$ cat src/rtl/controlador_estados_param_if.sv
// Pet controller bus: buttons, revive, need levels in; state code, tick, remaining windows out.
// slave = controller side, master = environment side.
interface controlador_estados_param_if #(
  parameter int STAT_W = 8
);
  logic              b1;
  logic              b2;
  logic              reviver;
  logic [STAT_W-1:0] fome;
  logic [STAT_W-1:0] felicidade;
  logic [STAT_W-1:0] sono;
  logic [3:0]        estado;
  logic              tick;
  logic [7:0]        restante;

  modport slave (
    input  b1,
    input  b2,
    input  reviver,
    input  fome,
    input  felicidade,
    input  sono,
    output estado,
    output tick,
    output restante
  );

  modport master (
    output b1,
    output b2,
    output reviver,
    output fome,
    output felicidade,
    output sono,
    input  estado,
    input  tick,
    input  restante
  );
endinterface

$ cat src/rtl/controlador_estados_param.sv
// Pet state controller: windowed button decisions, action timeout, death and revive.
// Ports: clk, rst (async high), bus (slave: b1/b2/reviver/needs in; estado/tick/restante out).
module controlador_estados_param #(
  parameter int STAT_W       = 8,
  parameter int JANELA_W     = 16,
  parameter int TEMPO_ACAO   = 8,
  parameter int LIMIAR_MORTE = 0
) (
  input  logic                        clk,
  input  logic                        rst,
  controlador_estados_param_if.slave  bus
);

  typedef enum logic [3:0] {
    IDLE       = 4'b0000,
    DORMINDO   = 4'b0001,
    COMENDO    = 4'b0010,
    DANDO_AULA = 4'b0100,
    MORTO      = 4'b1000
  } estado_t;

  localparam logic [STAT_W-1:0] LIM   = STAT_W'(LIMIAR_MORTE);
  localparam logic [7:0]        TEMPO = 8'(TEMPO_ACAO);

  estado_t             st_q;
  estado_t             st_d;
  logic [JANELA_W-1:0] cnt_q;
  logic                b1_l;
  logic                b2_l;
  logic [7:0]          rest_q;
  logic [7:0]          rest_d;
  logic                tick;
  logic                p1;
  logic                p2;
  logic                dead;

  assign tick = &cnt_q;
  // a press in the decision cycle itself still counts
  assign p1   = b1_l | bus.b1;
  assign p2   = b2_l | bus.b2;
  assign dead = (bus.fome <= LIM)
              | (bus.felicidade <= LIM)
              | (bus.sono <= LIM);

  always_ff @(posedge clk or posedge rst) begin
    if (rst) begin
      st_q   <= IDLE;
      cnt_q  <= '0;
      b1_l   <= 1'b0;
      b2_l   <= 1'b0;
      rest_q <= 8'd0;
    end else begin
      cnt_q  <= cnt_q + 1'b1;
      st_q   <= st_d;
      rest_q <= rest_d;
      if (tick) begin
        b1_l <= 1'b0;
        b2_l <= 1'b0;
      end else begin
        b1_l <= b1_l | bus.b1;
        b2_l <= b2_l | bus.b2;
      end
    end
  end

  always_comb begin
    st_d   = st_q;
    rest_d = rest_q;
    if (tick) begin
      if (st_q != MORTO && dead) begin
        st_d   = MORTO;
        rest_d = 8'd0;
      end else begin
        unique case (st_q)
          MORTO: begin
            if (bus.reviver && !dead) begin
              st_d   = IDLE;
              rest_d = 8'd0;
            end
          end
          IDLE: begin
            unique case (1'b1)
              (p1 && p2): begin
                st_d   = DANDO_AULA;
                rest_d = TEMPO;
              end
              (p1 && !p2): begin
                st_d   = COMENDO;
                rest_d = TEMPO;
              end
              (!p1 && p2): begin
                st_d   = DORMINDO;
                rest_d = TEMPO;
              end
              default: begin
                st_d   = IDLE;
                rest_d = 8'd0;
              end
            endcase
          end
          DORMINDO, COMENDO, DANDO_AULA: begin
            // leaving an action always goes through IDLE
            if (p1 || p2 || rest_q <= 8'd1) begin
              st_d   = IDLE;
              rest_d = 8'd0;
            end else begin
              rest_d = rest_q - 8'd1;
            end
          end
          default: begin
            st_d   = IDLE;
            rest_d = 8'd0;
          end
        endcase
      end
    end
  end

  assign bus.estado   = st_q;
  assign bus.tick     = tick;
  assign bus.restante = rest_q;

endmodule
$ cat src/flat_wrapper.sv
// flat-port wrapper written by rule: the top's interface ports become plain ports
module controlador_estados_param_flat 
#(
  parameter int STAT_W       = 8,
  parameter int JANELA_W     = 16,
  parameter int TEMPO_ACAO   = 8,
  parameter int LIMIAR_MORTE = 0
)
  (clk, rst, bus_b1, bus_b2, bus_reviver, bus_fome, bus_felicidade, bus_sono, bus_estado, bus_tick, bus_restante);
  controlador_estados_param_if #(.STAT_W(STAT_W)) bus_i ();
  input  logic clk;
  input  logic rst;
  input wire logic [$bits(bus_i.b1)-1:0] bus_b1;
  input wire logic [$bits(bus_i.b2)-1:0] bus_b2;
  input wire logic [$bits(bus_i.reviver)-1:0] bus_reviver;
  input wire logic [$bits(bus_i.fome)-1:0] bus_fome;
  input wire logic [$bits(bus_i.felicidade)-1:0] bus_felicidade;
  input wire logic [$bits(bus_i.sono)-1:0] bus_sono;
  output wire logic [$bits(bus_i.estado)-1:0] bus_estado;
  output wire logic [$bits(bus_i.tick)-1:0] bus_tick;
  output wire logic [$bits(bus_i.restante)-1:0] bus_restante;
  assign bus_i.b1 = bus_b1;
  assign bus_i.b2 = bus_b2;
  assign bus_i.reviver = bus_reviver;
  assign bus_i.fome = bus_fome;
  assign bus_i.felicidade = bus_felicidade;
  assign bus_i.sono = bus_sono;
  assign bus_estado = bus_i.estado;
  assign bus_tick = bus_i.tick;
  assign bus_restante = bus_i.restante;
  controlador_estados_param #(.STAT_W(STAT_W), .JANELA_W(JANELA_W), .TEMPO_ACAO(TEMPO_ACAO), .LIMIAR_MORTE(LIMIAR_MORTE)) u_core (.clk(clk), .rst(rst), .bus(bus_i));
endmodule
$ cat config.mk
export PLATFORM = sky130hd
export DESIGN_NAME = controlador_estados_param_flat
export DESIGN_NICKNAME = d
export VERILOG_FILES = /design/src/rtl/controlador_estados_param_if.sv /design/src/rtl/controlador_estados_param.sv /design/src/flat_wrapper.sv
export SDC_FILE = /design/constraint.sdc
export NUM_CORES = 1
export LEC_CHECK = 0
export CAP_MARGIN = 0
export CORE_UTILIZATION = 51
export CTS_CLUSTER_DIAMETER = 150
export CTS_CLUSTER_SIZE = 28
export DETAILED_ROUTE_END_ITERATION = 8
export HOLD_SLACK_MARGIN = 0.03
export PLACE_DENSITY = 0.85
export SLEW_MARGIN = 30
export SYNTH_ARGS = -nofsm -noshare
export SYNTH_HDL_FRONTEND = slang
export SYNTH_SLANG_ARGS = --single-unit
$ cat constraint.sdc
create_clock -name clk -period 4.75 [get_ports clk]
set_input_delay 0.95 -clock clk [delete_from_list [all_inputs] [get_ports clk]]
set_output_delay 0.95 -clock clk [all_outputs]
set_load 0.005 [all_outputs]
# Word-level counts from Yosys, hierarchy flattened
# Cells that the tools add are included.
[totals]
output_inout_bits = 13
wordCells = 50
in_bits = 29
regBits = 30
[classes]
muxes = 12
n_reduce_logical = 16
n_bitwise = 4
add_sub_neg = 2
magnitude_cmp = 4
eq_ne = 7
[ops]
columns = ["op", "count"]
rows = [
  ["8-bit by 1-bit <= comparator with 1-bit output (second input constant)", 4],
  ["8-bit 2-to-1 mux", 3],
  ["8-bit case mux with 3 select lines", 1],
  ["18-bit AND reduction", 1],
  ["17-bit AND reduction", 1],
  ["16-bit by 1-bit adder with 16-bit output (second input constant)", 1],
  ["4-bit 2-to-1 mux", 4],
  ["16-bit AND reduction", 1],
  ["4-bit case mux with 3 select lines", 1],
  ["3-bit case mux with 3 select lines", 1],
  ["8-bit by 1-bit subtractor with 8-bit output (second input constant)", 1],
  ["3-bit by 1-bit != test with 1-bit output (second input constant)", 2],
  ["3-bit OR reduction", 2],
  ["1-bit logical AND", 5],
  ["4-bit by 1-bit equality test with 1-bit output (second input constant)", 1],
  ["4-bit by 2-bit equality test with 1-bit output (second input constant)", 1],
  ["4-bit by 3-bit equality test with 1-bit output (second input constant)", 1],
  ["4-bit equality test (second input constant)", 1],
  ["4-bit logical NOT", 1],
  ["4-bit != test (second input constant)", 1],
  ["1-bit bitwise OR", 4],
  ["1-bit logical NOT", 3],
  ["1-bit logical OR", 2],
  ["1-bit 2-to-1 mux", 2],
]

# Depth between registers and ports, before layout
[depth]
depth_word = 8
depth_mapped = 7
depth_no_buf = 7

# Worst setup path before layout
# Ideal clock, no wire load.
[synth_timing]
path_type = "in2reg"
startpoint = "in bus_fome[4]"
endpoint = "reg u_core.st_q[0] (netlist: u_core.bus.estado[0])"
path_slack_ps = 2166
n_path_buf = 1
path_stages = 7
arrival_time_ps = 2459
t_required_ps = 4625
setup_ps = 125
cell_sequence = "or4_1 > nor2_1 > or3_1 > buf_6 > nor2_4 > nor3b_4 > mux2_4"
[synth_via]
elab_chain_cells = 7
elab_cells_between_ends = 10
classes_between = "order compare (1); eq/ne (2); mux (1); bitwise (2); reduce/logical (4)"
[synth_lines]
columns = ["element", "line", "source"]
rows = [
  ["start: declaration", "flat_wrapper.sv:16", "input wire logic [$bits(bus_i.fome)-1:0] bus_fome;"],
  ["8-bit by 1-bit <= comparator with 1-bit output *", "controlador_estados_param.sv:41", "assign dead = (bus.fome <= LIM)"],
  ["1-bit bitwise OR *", "controlador_estados_param.sv:42", "| (bus.felicidade <= LIM)"],
  ["1-bit bitwise OR *", "controlador_estados_param.sv:43", "| (bus.sono <= LIM);"],
  ["1-bit logical NOT", "controlador_estados_param.sv:76", "if (bus.reviver && !dead) begin"],
  ["1-bit logical AND", "controlador_estados_param.sv:76", ""],
  ["3-bit by 1-bit != test with 1-bit output (no line)", "--", ""],
  ["18-bit AND reduction (no line)", "--", ""],
  ["end signal: assignment", "controlador_estados_param.sv:54", "st_q <= st_d;"],
  ["end: declaration", "controlador_estados_param.sv:25", "estado_t st_q;"],
]
# Mark *: on every way between the ends. The rest lies on a longest branch, timed or not.
# A chain may end at the register's enable or synchronous reset.

# Worst setup path after layout
[layout_timing]
startpoint = "reg u_core.cnt_q[0]"
endpoint = "out bus_tick"
[layout_via]
elab_chain_cells = 1
[layout_lines]
columns = ["element", "line", "source"]
rows = [
  ["start: declaration", "controlador_estados_param.sv:27", "logic [JANELA_W-1:0] cnt_q;"],
  ["start signal: assignment", "controlador_estados_param.sv:53", "cnt_q <= cnt_q + 1'b1;"],
  ["16-bit AND reduction", "controlador_estados_param.sv:37", "assign tick = &cnt_q;"],
  ["end: declaration", "flat_wrapper.sv:20", "output wire logic [$bits(bus_i.tick)-1:0] bus_tick;"],
]
# Every way passes these cells.

==> metrics <==
CP Capture Point=bus_tick; filler instances=225; Hold Fails Final Rpt=0; worst r2r path cells=7; nets=234; RSZ-0062 raised after global routing=false; # Post-CTS Setup Buffers=0; cell area after synthesis=1580 sq um; Worst Tran Pin Value=0.641 ns; synthesized area per cell=10.1 sq um; final wirelength=3.34 mm; most common cell after layout, fill and taps aside=clkdlybuf4s50_1; initial antenna violation count=0; FMAX=0.304 GHz; Root Buffer=clkbuf_4; RR Endpoint=u_core.bus.restante[2]; Critical Path Source Type=flop; number of flops mapped to enable cells by yosys=0; CP required=3.80 ns; post-synthesis register bit count=30; number of vias per cell=5.73; Tcrit/Tclk final=69.3%; CTS Buffer Depth=2; P per Cell Area=203 nW/um^2; largest net degree at the start of global routing=31; Placer Congestion=0.863; core area=2850 sq um; post_cts resized=0; register area=751 sq um; register area share after synthesis=47.5%; FFs w/ async S/R, synth=100%; area delta synth->final=30.2%; max cap viols=0; 1st-iter DRT viols=45; Worst Setup SP=u_core.cnt_q[0]; Final ANT Viol Nets=0; DIE WIDTH=57.7 um; Synth cell types=38; placed inst area=2010 sq um; most frequent cells in the layout=41 x clkdlybuf4s50_1, 30 x dfrtp_1, 16 x nand2_1; crit-path max FO=5; internal reg-to-reg setup slack=2.52 ns; Total Routing Usage GR=23.6%; Final Skew=0.00882 ns; fin area=2060 sq um; Reg clk slew, reported paths=0.08 ns; H-tree depth=2; Final Setup Violations=0; Pre-Repair DR Iteration Count=8; post-DR wirelength/cell=14.3 um; Die Y=57.7 um; failing checks=DRC; Leak Pwr=0.887 nW; Top FF cell, synth=dfrtp_1; TritonCTS clock tree=done; Via Count=1335; number of global-route vias before repair=1348; # rows=19; Worst setup EP type=output port; Synthesized Nets=188; DRC=1; Worst slew margin=57.0%; n_diodes=0; Final Critical Period=3.29 ns; Final TNS setup=0 ns; Overflow after GRT=0; worst skew pair latency=0.33 ns; Hold-fix buffers, CTS=0; Multi-input gate area=781 sq um; DP Wirelength=2.57 mm; Worst EP arrival=2.34 ns; full die area=3330 sq um; global-route wire length before repair=5.86 mm; hold crit path type=reg2reg; Initial Utilization=55.4%; peak supply drop=0.000175 V; Design Power=0.000419 W; CTS Buf Count=5; worst r2r src=u_core.bus.restante[0]; Gate Count Post-Synth=156; status=finished, violations left; share of layout cells above drive strength 1=7.92%; critical path type=reg2out; number of port buffers=41; fin. max-slew vios=0; YS warnings=0; I/O pin count=42; clk sinks=30
==> worst min path at each step <==
| stage | startpoint | end | slack [ns] | cells after the start |
|---|---|---|---|---|
| detailed placement | u_core.cnt_q[13] | u_core.cnt_q[13] | 0.45 | 1 |
| global placement | u_core.cnt_q[10] | u_core.cnt_q[10] | 0.45 | 1 |
| finish | u_core.cnt_q[13] | u_core.cnt_q[13] | 0.46 | 1 |
| CTS | u_core.cnt_q[13] | u_core.cnt_q[13] | 0.47 | 1 |
| floorplan | u_core.cnt_q[13] | u_core.cnt_q[13] | 0.43 | 1 |
| global route | u_core.cnt_q[13] | u_core.cnt_q[13] | 0.48 | 1 |
==> kinds of logic after synthesis <==
kind of cell / count (synthesis) / synth area share (%)
adders and majority gates: 3 / 2.37
muxes: 3 / 2.85
DFF: 30 / 47.5
AOI/OAI and AO/OA: 20 / 7.67
xor gates and xnor gates: 16 / 8.86
buffers and inverters: 11 / 3.16
and+or+nand+nor: 73 / 27.6
==> worst max-delay path: stages, from the launching register on <==
cell             delay (ns)
dfrtp_1                0.40
ha_1                   0.21
nand3_2                0.10
nor2_2                 0.17
and3_1                 0.22
nor2b_1                0.34
clkdlybuf4s50_1        0.59
==> power by group <==
group | total [W] | switching (W) | internal (W) | leakage (nW)
clock network | 0.000134 | 0.0000780 | 0.0000556 | 0.0254
registers | 0.000255 | 0.0000000000000000000185 | 0.000255 | 0.373
logic | 0.0000300 | 0.00000898 | 0.0000210 | 0.488
==> registers in the layout (all words and copies together), names as in the netlist <==
name and count:
u_core.b1_l 1, u_core.b2_l 1, u_core.bus.estado 4, u_core.bus.restante 8, u_core.cnt_q 16
==> per-layer routing <==
| layer | part of all wire [%] | track usage, % | vias up |
|---|---|---|---|
| met2 | 52 | 40.2 | 33 |
| met3 | 4.9 | 8.71 | 7 |
| met4 | 1.8 | 10.2 | 0 |
| li1 | - | - | 652 |
| met1 | 41 | 26.8 | 643 |
| met5 | 0 | 0 | - |
==> stage by stage <==
stage,util (%),hold slack [ns],cells,worst slack (ns)
final,72.2,0.463,233,1.46
after global routing,72.2,0.475,233,1.25
after CTS,72.2,0.468,233,1.46
after detailed placement,70.6,0.453,226,1.38
after global placement,70.6,0.454,226,1.45
after floorplan,-,0.435,156,2.17
==> area by class of cell <==
cell class / count / area share (%)
multi-input cells: 115 / 37.9
flip-flops and latches: 30 / 36.5
repair buffers: 41 / 19.9
clock buffers: 7 / 2.19
well taps: 31 / 1.88
inverters: 9 / 1.64
==> Yosys cell counts, types with 2 or more instances <==
library cell  number  share of area (%)
a21oi_1            2               0.63
and3_1             2               0.79
and4_1             2                1.1
dfrtp_1           30                 47
ha_1               3                2.4
inv_1              8                1.9
mux2_4             3                2.8
nand2_1           16                3.8
nand2b_1           2               0.79
nand3_1            8                2.5
nand4_1            4                1.6
nor2_1            13                3.1
nor3_1             5                1.6
nor4_1             2               0.79
nor4b_1            3                1.7
o21ai_0            9                2.8
o22ai_1            4                1.6
or4_1              6                2.8
xnor2_1           12                6.6
xor2_1             4                2.2
Power figures use the tool's default switching activity.
